**src/rtl/priority_decode_pipe.sv**
```systemverilog
// -----------------------------------------------------------------------------
// priority_decode_pipe
//
// Regenerates a one-hot request vector from an encoded index plus an
// "any-request" flag, across a pipeline boundary. A 2-entry skid buffer sits
// between a valid/ready input and a valid/ready output, so s_ready is a
// registered signal and never depends combinationally on m_ready. Full
// throughput (one transfer per cycle), one cycle of latency when empty.
//
// The decode is done on the head entry at the output, so m_onehot/m_nz are a
// pure function of registered state (no s_* to m_* combinational path).
//
// Parameters:
//   IN_W      width of the encoded index (1..5); OUT_W = 2**IN_W is derived.
//
// Ports:
//   clk       rising-edge clock
//   rst_n     asynchronous active-low reset
//   s_valid   upstream word valid
//   s_ready   buffer can accept (registered, equals !full)
//   s_code    encoded index
//   s_nz      1 = some request present, 0 = encoder input was all-zero
//   m_valid   output word valid (occ != 0)
//   m_ready   downstream accepts
//   m_onehot  decoded vector: bit s_code set when nz=1, zero when nz=0
//   m_nz      nz flag of the head entry
//   occ       buffer occupancy 0..2
//
// Optional build macro:
//   PRIORITY_DECODE_HOLD_EN  when defined, m_onehot/m_nz hold the last popped
//                            word's values while m_valid=0 instead of zero.
//                            Only reset clears them. Handshake is unchanged.
// -----------------------------------------------------------------------------
module priority_decode_pipe #(
    parameter int IN_W = 2
) (
    input  logic                  clk,
    input  logic                  rst_n,
    input  logic                  s_valid,
    output logic                  s_ready,
    input  logic [IN_W-1:0]       s_code,
    input  logic                  s_nz,
    output logic                  m_valid,
    input  logic                  m_ready,
    output logic [(2**IN_W)-1:0]  m_onehot,
    output logic                  m_nz,
    output logic [1:0]            occ
);

    localparam int OUT_W = 2 ** IN_W;

    // Buffer storage: two {code, nz} entries addressed by 1-bit pointers.
    logic [IN_W-1:0] code_q [2];
    logic            nz_q   [2];
    logic            wr_ptr_q;
    logic            rd_ptr_q;
    logic [1:0]      occ_q;
    logic            s_ready_q;

    logic            push;
    logic            pop;
    logic [1:0]      occ_next;

    logic [OUT_W-1:0] head_onehot;
    logic             head_nz;

    assign push    = s_valid & s_ready_q;
    assign pop     = m_valid & m_ready;
    assign m_valid = (occ_q != 2'd0);
    assign s_ready = s_ready_q;
    assign occ     = occ_q;

    // NOTE: every variable assigned in always_comb gets a default first, so no
    // path leaves it unassigned and no latch is inferred.
    always_comb begin
        occ_next = occ_q;
        case ({push, pop})
            2'b10:   occ_next = occ_q + 2'd1;
            2'b01:   occ_next = occ_q - 2'd1;
            default: occ_next = occ_q;
        endcase
    end

    // Pointers, occupancy and the registered ready flag. s_ready is derived
    // from the next occupancy so it is valid in the same cycle occ is.
    // NOTE: sequential state uses non-blocking assignments so every register
    // samples pre-edge values, independent of statement order.
    always_ff @(posedge clk or negedge rst_n) begin
        if (!rst_n) begin
            wr_ptr_q  <= 1'b0;
            rd_ptr_q  <= 1'b0;
            occ_q     <= 2'd0;
            s_ready_q <= 1'b1;
        end else begin
            if (push) wr_ptr_q <= ~wr_ptr_q;
            if (pop)  rd_ptr_q <= ~rd_ptr_q;
            occ_q     <= occ_next;
            s_ready_q <= (occ_next != 2'd2);
        end
    end

    // Entry storage. A code pushed with nz=0 is a don't-care (possibly X), so
    // it is stored as zero; an X can then never reach the decoder.
    // NOTE: the two entries are reset because contents must be discarded on
    // reset and the idle outputs must read as zero; larger memories would
    // normally be left unreset.
    always_ff @(posedge clk or negedge rst_n) begin
        if (!rst_n) begin
            for (int i = 0; i < 2; i++) begin
                code_q[i] <= '0;
                nz_q[i]   <= 1'b0;
            end
        end else if (push) begin
            code_q[wr_ptr_q] <= s_nz ? s_code : '0;
            nz_q[wr_ptr_q]   <= s_nz;
        end
    end

    // Decode of the head entry; compare per bit instead of shifting so a
    // cleared nz forces the whole vector to zero.
    always_comb begin
        head_nz     = nz_q[rd_ptr_q];
        head_onehot = '0;
        for (int i = 0; i < OUT_W; i++) begin
            head_onehot[i] = head_nz && (code_q[rd_ptr_q] == IN_W'(i));
        end
    end

`ifdef PRIORITY_DECODE_HOLD_EN
    // Sticky last grant: captured on every pop, shown while the buffer is idle.
    logic [OUT_W-1:0] last_onehot_q;
    logic             last_nz_q;

    always_ff @(posedge clk or negedge rst_n) begin
        if (!rst_n) begin
            last_onehot_q <= '0;
            last_nz_q     <= 1'b0;
        end else if (pop) begin
            last_onehot_q <= head_onehot;
            last_nz_q     <= head_nz;
        end
    end

    assign m_onehot = m_valid ? head_onehot : last_onehot_q;
    assign m_nz     = m_valid ? head_nz     : last_nz_q;
`else
    assign m_onehot = m_valid ? head_onehot : '0;
    assign m_nz     = m_valid & head_nz;
`endif

endmodule

```
**config.mk**
```make
export PLATFORM = sky130hd
export DESIGN_NAME = priority_decode_pipe
export DESIGN_NICKNAME = d
export VERILOG_FILES = /design/src/rtl/priority_decode_pipe.sv
export SDC_FILE = /design/constraint.sdc
export NUM_CORES = 1
export LEC_CHECK = 0
export CORE_AREA = 2 2 39 41
export CTS_BUF_LIST = sky130_fd_sc_hd__clkbuf_8
export CTS_CLUSTER_DIAMETER = 150
export DETAILED_ROUTE_END_ITERATION = 8
export DIE_AREA = 0 0 41 43
export PLACE_DENSITY = 0.72
export SLEW_MARGIN = 20
export SYNTH_ARGS = -nofsm -noshare
export SYNTH_HDL_FRONTEND = slang
export SYNTH_SLANG_ARGS = --single-unit
```
**constraint.sdc**
```tcl
create_clock -name clk -period 3.3 [get_ports clk]
set_input_delay 0.495 -clock clk [delete_from_list [all_inputs] [get_ports clk]]
set_output_delay 0.495 -clock clk [all_outputs]
set_load 0.01 [all_outputs]
```
==> results of run 1 <==
[cell usage in the layout (no fill, tap or decap), types with 2 or more instances in the layout]
cell type,Yosys,final
xor2_1,3,3
o21ai_0,4,4
nor2_1,8,8
nand3b_1,2,2
inv_1,3,4
nand3_1,2,2
clkdlybuf4s50_1,0,15
clkbuf_8,0,3
mux2_2,3,3
nand2_1,11,11
xnor2_1,2,2
dfrtp_1,10,10
a21oi_1,3,3
[final cells by class]
class | instances | share of cell area
clock buffer | 3 | 0.0535
inverter | 3 | 0.0146
sequential | 11 | 0.358
clock inverter | 1 | 0.00486
multi-input combinational | 45 | 0.348
timing repair buffer | 15 | 0.194
tap | 16 | 0.0259
[cells by family after synthesis]
kind of cell             Yosys count  share of synthesized area
AND/OR/NAND/NOR                   27                      0.222
flip-flops                        11                      0.490
AO/OA/AOI/OAI                      9                     0.0953
XOR/XNOR                           5                     0.0776
buffers and inverters              4                     0.0333
multiplexers                       3                     0.0599
adder cells (fa/ha/maj)            1                     0.0222
[metal layers]
metal,vias to the layer above,global-route usage
met4,0,0.0400
li1,238,-
met5,-,0
met2,7,0.216
met1,207,0.191
met3,0,0.0471
[power by group through the flow]
stage | Sequential [mW] | Combinational [mW] | Clock [mW]
floorplan | 0.265 | 0.243 | 0
global placement | 0.283 | 0.362 | 0
detailed placement | 0.288 | 0.365 | 0
CTS | 0.285 | 0.368 | 0.130
global route | 0.297 | 0.407 | 0.140
finish | 0.285 | 0.363 | 0.126
[through the flow]
stage | instances | cell area (sq um)
2_1_floorplan | 60 | 564
3_3_place_gp | 90 | 727
3_5_place_dp | 90 | 727
4_1_cts | 94 | 772
5_1_grt | 94 | 772
6_report | 94 | 772
[sequential cells by signal (all words and copies together), names as in the netlist]
name      flops
code_q        4
nz_q          2
occ           2
rd_ptr_q      1
s_ready       1
wr_ptr_q      1
[worst paths after layout]
path,depth (start not counted),start,end
min,2,wr_ptr_q,wr_ptr_q
max,4,rd_ptr_q,m_onehot[2]
min reg2reg,2,wr_ptr_q,wr_ptr_q
max in group asynchronous,1,rst_n,s_ready
max reg2reg,5,occ[0],occ[1]
min in group asynchronous,1,rst_n,occ[0]
[worst reg2reg max path: cells and delay by family (launching register included)]
family        cells  cell delay, ps
xor+xnor          1             150
simple gates      3             610
fa+ha+maj         1             340
flops             1             450
==> run_results.csv, run 1 <==
group,metric,value,unit
drt,via_per_inst,4.81,
drt,first_iter_violations,5,
sta,period_minus_slack,2240,ps
run,cap_viol_max_count,0,
clocking,clk_root_buffer_cell,"clkbuf_8",
finish,n_antenna_cell,0,
die,initial_core_util,0.408,
clocking,cts_buffers,3,
drt,wl_met2,482,microns
setup_path,cp_max_fo,10,
logic_synthesis,ys_types,20,
pwr,p_leak,0.335,nW
placement,hpwl,790,microns
clocking,clk_latency,230,ps
placement,place_ws,1300,ps
clocking,postCtsHoldBufs,0,
setup_path,cp_num_buf_inv,1,
sta,fin_ws,1060,ps
drt,num_vias,452,
drt,antenna_left,0,
finish,multi_input_area,269,sq um
drt,dr.pass1.iters,2,
die,rows,14,
placement,globalplace.congestion,0.707,
clocking,clk_path_buf_depth,2,
finish,drive_gt1_frac,0.128,
setup_path,critical_path_class,"reg -> out",
sta,slew_viol_final,0,
logic_synthesis,yosys.area.top_type,"dfrtp_1",
logic_synthesis,synth_fp_nets,68,
placement,port_buffers,15,
clocking,clock_sinks,11,
logic_synthesis,synth_edf_count,0,
finish,layout.nets,87,
drt,routed_wl,989,microns
drt,top_layer,"met3",
drt,drc,0,
pwr,pwr-share-comb,0.469,
pwr,total_power,0.775,mW
die,die_w,41,microns
outcome,status,"finished, final reports clean",
sta,hold_viol,0,
global_routing,antenna_found_initial,0,
finish,syn_to_final_growth,36.8,%
logic_synthesis,ys_ff_latch,11,
setup_path,required,2800,ps
logic_synthesis,yosys_warnings,0,
finish,regArea,277,sq um
finish,utilization,0.558,
sta,period_share,0.680,
pwr,cellPowerDensity,1000,nW/um^2
pwr,seqPwrFrac,0.368,
logic_synthesis,synthDominantCellAreaShare,0.443,
setup_path,r2r_slack,1680,ps
drt,wl_per_cell,10.5,microns
setup_path,cpLargestDelayFamily,"flip-flops",
global_routing,grtUsageTotal,0.143,
die,die_h,43,microns
sta,relSlewSlack,0.672,
clocking,clk_pin_slew,50,ps
sta,rsz0062_at_grt,"false",
sta,fmax,0.446,GHz
setup_path,worstPathCellList,"mux2_2 -> nand2_2 -> nor2_1 -> clkdlybuf4s50_1",
logic_synthesis,ys_top_cells_by_count,"nand2_1, dfrtp_1, nor2_1",
pwr,clkPwrFrac,0.163,
sta,finalSetupViolCount,0,
hold_path,hold_path.class,"reg -> reg",
die,coreArea,1380,sq um
sta,fin_worst_skew,0.991,ps
sta,worst_pin_slew,490,ps
clocking,cts-resized-gates,0,
global_routing,gr-total-overflow,0,
pwr,switchingPower,0.280,mW
die,dieArea,1760,sq um
clocking,post_cts_buffers,0,
global_routing,grt_pass1_wl,1720,microns
clocking,cts_tree,"yes",
drt,met1_length,482,microns
drt,met3_wirelength,24,microns
die,io_pins,16,
pwr,cellInternalPower,0.495,mW
logic_synthesis,syn_area,564,sq um
setup_path,arrival,1750,ps
clocking,htree_num_levels,1,
setup_path,crit_path_start_kind,"flop",
logic_synthesis,synth_flop_cell,"dfrtp_1",
global_routing,grt_max_degree,12,
logic_synthesis,netlist_top_cells_area,"dfrtp_1, nand2_1, mux2_2, nor2_1, dfstp_2",
setup_path,crit_path_end_kind,"primary output",
logic_synthesis,yosysSeqAreaShare,0.490,
logic_synthesis,syn_avg_cell_area,9.40,sq um
global_routing,grt_pass1_vias,428,
logic_synthesis,syn_inst,60,
setup_path,critPathSlowestCell,"dfrtp_1",
sta,setup_tns,0,ps
logic_synthesis,synth.most_common_cell,"nand2_1",
finish,fillCellCount,137,
pwr,ir_drop,516,uV
pwr,p_sw_frac,0.361,
setup_path,cp_slowest_stage_delay,510,ps
logic_synthesis,synthArstFlopShare,1.00,
sta,hold_slack,500,ps
(Power assumes the default switching activity.)
==> run 2, diff against run 1 <==
==> constraint.sdc (replaced) <==
create_clock -name clk -period 2.1 [get_ports clk]
set_input_delay 0.315 -clock clk [delete_from_list [all_inputs] [get_ports clk]]
set_output_delay 0.315 -clock clk [all_outputs]
set_load 0.01 [all_outputs]
==> run 2 against run 1 <==
Compared with the run above:
- sequential cell count stayed put
- sequential share of layout area is 0.10 points higher
- clock skew increased by 2.4 ps
- core utilization increased by 0.090 points
- critical path type unchanged
- first-iteration DRC count is 80% higher
==> run_results.csv, run 2 (synthesized netlist as in run 1, its figures left out) <==
group,metric,value,unit
sta,period_share,0.954,
clocking,post_cts_buffers,0,
global_routing,grt_pass1_vias,434,
hold_path,hold_path.class,"in -> async",
sta,fmax,0.499,GHz
setup_path,timing.rr.start,"occ[0]",
die,die_h,43,microns
drt,dr.pass1.iters,4,
setup_path,r2r_cells,5,
setup_path,cp_max_fo,10,
pwr,p_leak,0.334,nW
setup_path,cp-startpoint,"rd_ptr_q",
clocking,clk_root_buffer_cell,"clkbuf_8",
global_routing,grtUsageTotal,0.151,
drt,via_per_inst,4.97,
setup_path,required,1780,ps
placement,hpwl,811,microns
pwr,total_power,1.23,mW
sta,finalSetupViolCount,0,
finish,drive_gt1_frac,0.141,
die,io_pins,16,
sta,fin_worst_skew,3.38,ps
sta,hold_viol,0,
setup_path,crit_path_end_kind,"primary output",
finish,stdcell_count,94,
pwr,ir_drop,743,uV
setup_path,crit_path_end,"m_onehot[1]",
outcome,status,"finished, final reports clean",
clocking,clock_sinks,11,
drt,first_iter_violations,9,
drt,drc,0,
die,coreArea,1380,sq um
global_routing,grt_pass1_wl,1750,microns
finish,mostFrequentLayoutCell,"clkdlybuf4s50_1",
setup_path,arrival,1690,ps
clocking,htree_num_levels,1,
finish,layout.nets,87,
die,dieArea,1760,sq um
die,initial_core_util,0.408,
drt,antenna_left,0,
sta,setup_tns,0,ps
sta,worst_pin_slew,483,ps
clocking,clk_latency,230,ps
finish,mostFrequentLayoutCells,"clkdlybuf4s50_1, nand2_1, dfrtp_1, nor2_1",
pwr,cellPowerDensity,1590,nW/um^2
setup_path,critical_path_class,"reg -> out",
finish,syn_to_final_growth,37.0,%
setup_path,crit_path_start_kind,"flop",
clocking,clk_path_buf_depth,2,
placement,globalplace.congestion,0.708,
die,die_w,41,microns
drt,wl_per_cell,11.4,microns
global_routing,antenna_found_initial,0,
sta,rsz0062_at_grt,"false",
finish,largest_register_ffs,4,
drt,num_vias,467,
placement,dp_cells,90,
clocking,cts_buffers,3,
setup_path,r2r_slack,450,ps
clocking,clk_pin_slew,50,ps
sta,period_minus_slack,2000,ps
sta,relSlewSlack,0.677,
finish,top_register,"code_q",
sta,slew_viol_final,0,
setup_path,rr_endpoint,"occ[1]",
global_routing,gr-total-overflow,0,
die,rows,14,
clocking,cts_tree,"yes",
finish,utilization,0.559,
drt,routed_wl,1070,microns
global_routing,grt_max_degree,12,
finish,n_antenna_cell,0,
placement,port_buffers,15,
run,cap_viol_max_count,0,
==> run 2: cell types whose count changed in the layout (fill, tap and decap cells not counted) <==
cell     change
dfrtp_2      +1
dfrtp_1      -1
==> run 2: per-stage QoR <==
step                hold slack, ps  area (sq um)  setup slack [ps]
floorplan                     19.4           564               506
global placement               479           727               312
detailed placement             484           727               271
CTS                            433           772              16.0
global route                   457           773              14.0
finish                         410           773              96.9
==> run 2: worst max-delay path, cell delays in order (launching register included) <==
cell and delay [ps]:
dfrtp_2 470, o32a_1 370, nor2_1 80, clkdlybuf4s50_1 540
==> run 2: layer usage <==
metal | part of all wire | GRT usage | vias up
li1 | - | - | 237
met4 | 0.011 | 0.100 | 0
met1 | 0.46 | 0.192 | 219
met3 | 0.034 | 0.0314 | 2
met5 | 0 | 0 | -
met2 | 0.49 | 0.222 | 9
==> run 2: cell type report <==
cell class,count,area (sq um)
inverters,3,11.3
fillers,124,611
flip-flops and latches,11,278
clock buffers,3,41.3
clock inverters,1,3.75
well taps,16,20.0
repair buffers,15,150
multi-input cells,45,269
==> run 2: where the power goes <==
group,internal (mW),leakage [nW],switching (mW),total [mW]
combinational,0.329,0.174,0.243,0.572
sequential,0.323,0.132,0.132,0.456
clock,0.128,0.0269,0.0750,0.203
==> run 2: worst min-delay path by stage <==
stage | from | endpoint | slack, ps
2_1_floorplan | rst_n | code_q[0] | 20
3_3_place_gp | wr_ptr_q | wr_ptr_q | 480
3_5_place_dp | wr_ptr_q | wr_ptr_q | 480
4_1_cts | rst_n | wr_ptr_q | 430
5_1_grt | rst_n | code_q[3] | 460
6_report | rst_n | code_q[3] | 410
==> run 2: what timing repair did <==
action	4_1_cts	5_1_grt
setup endpoints to repair	0	5
resized for setup	0	1
hold buffers	0	0
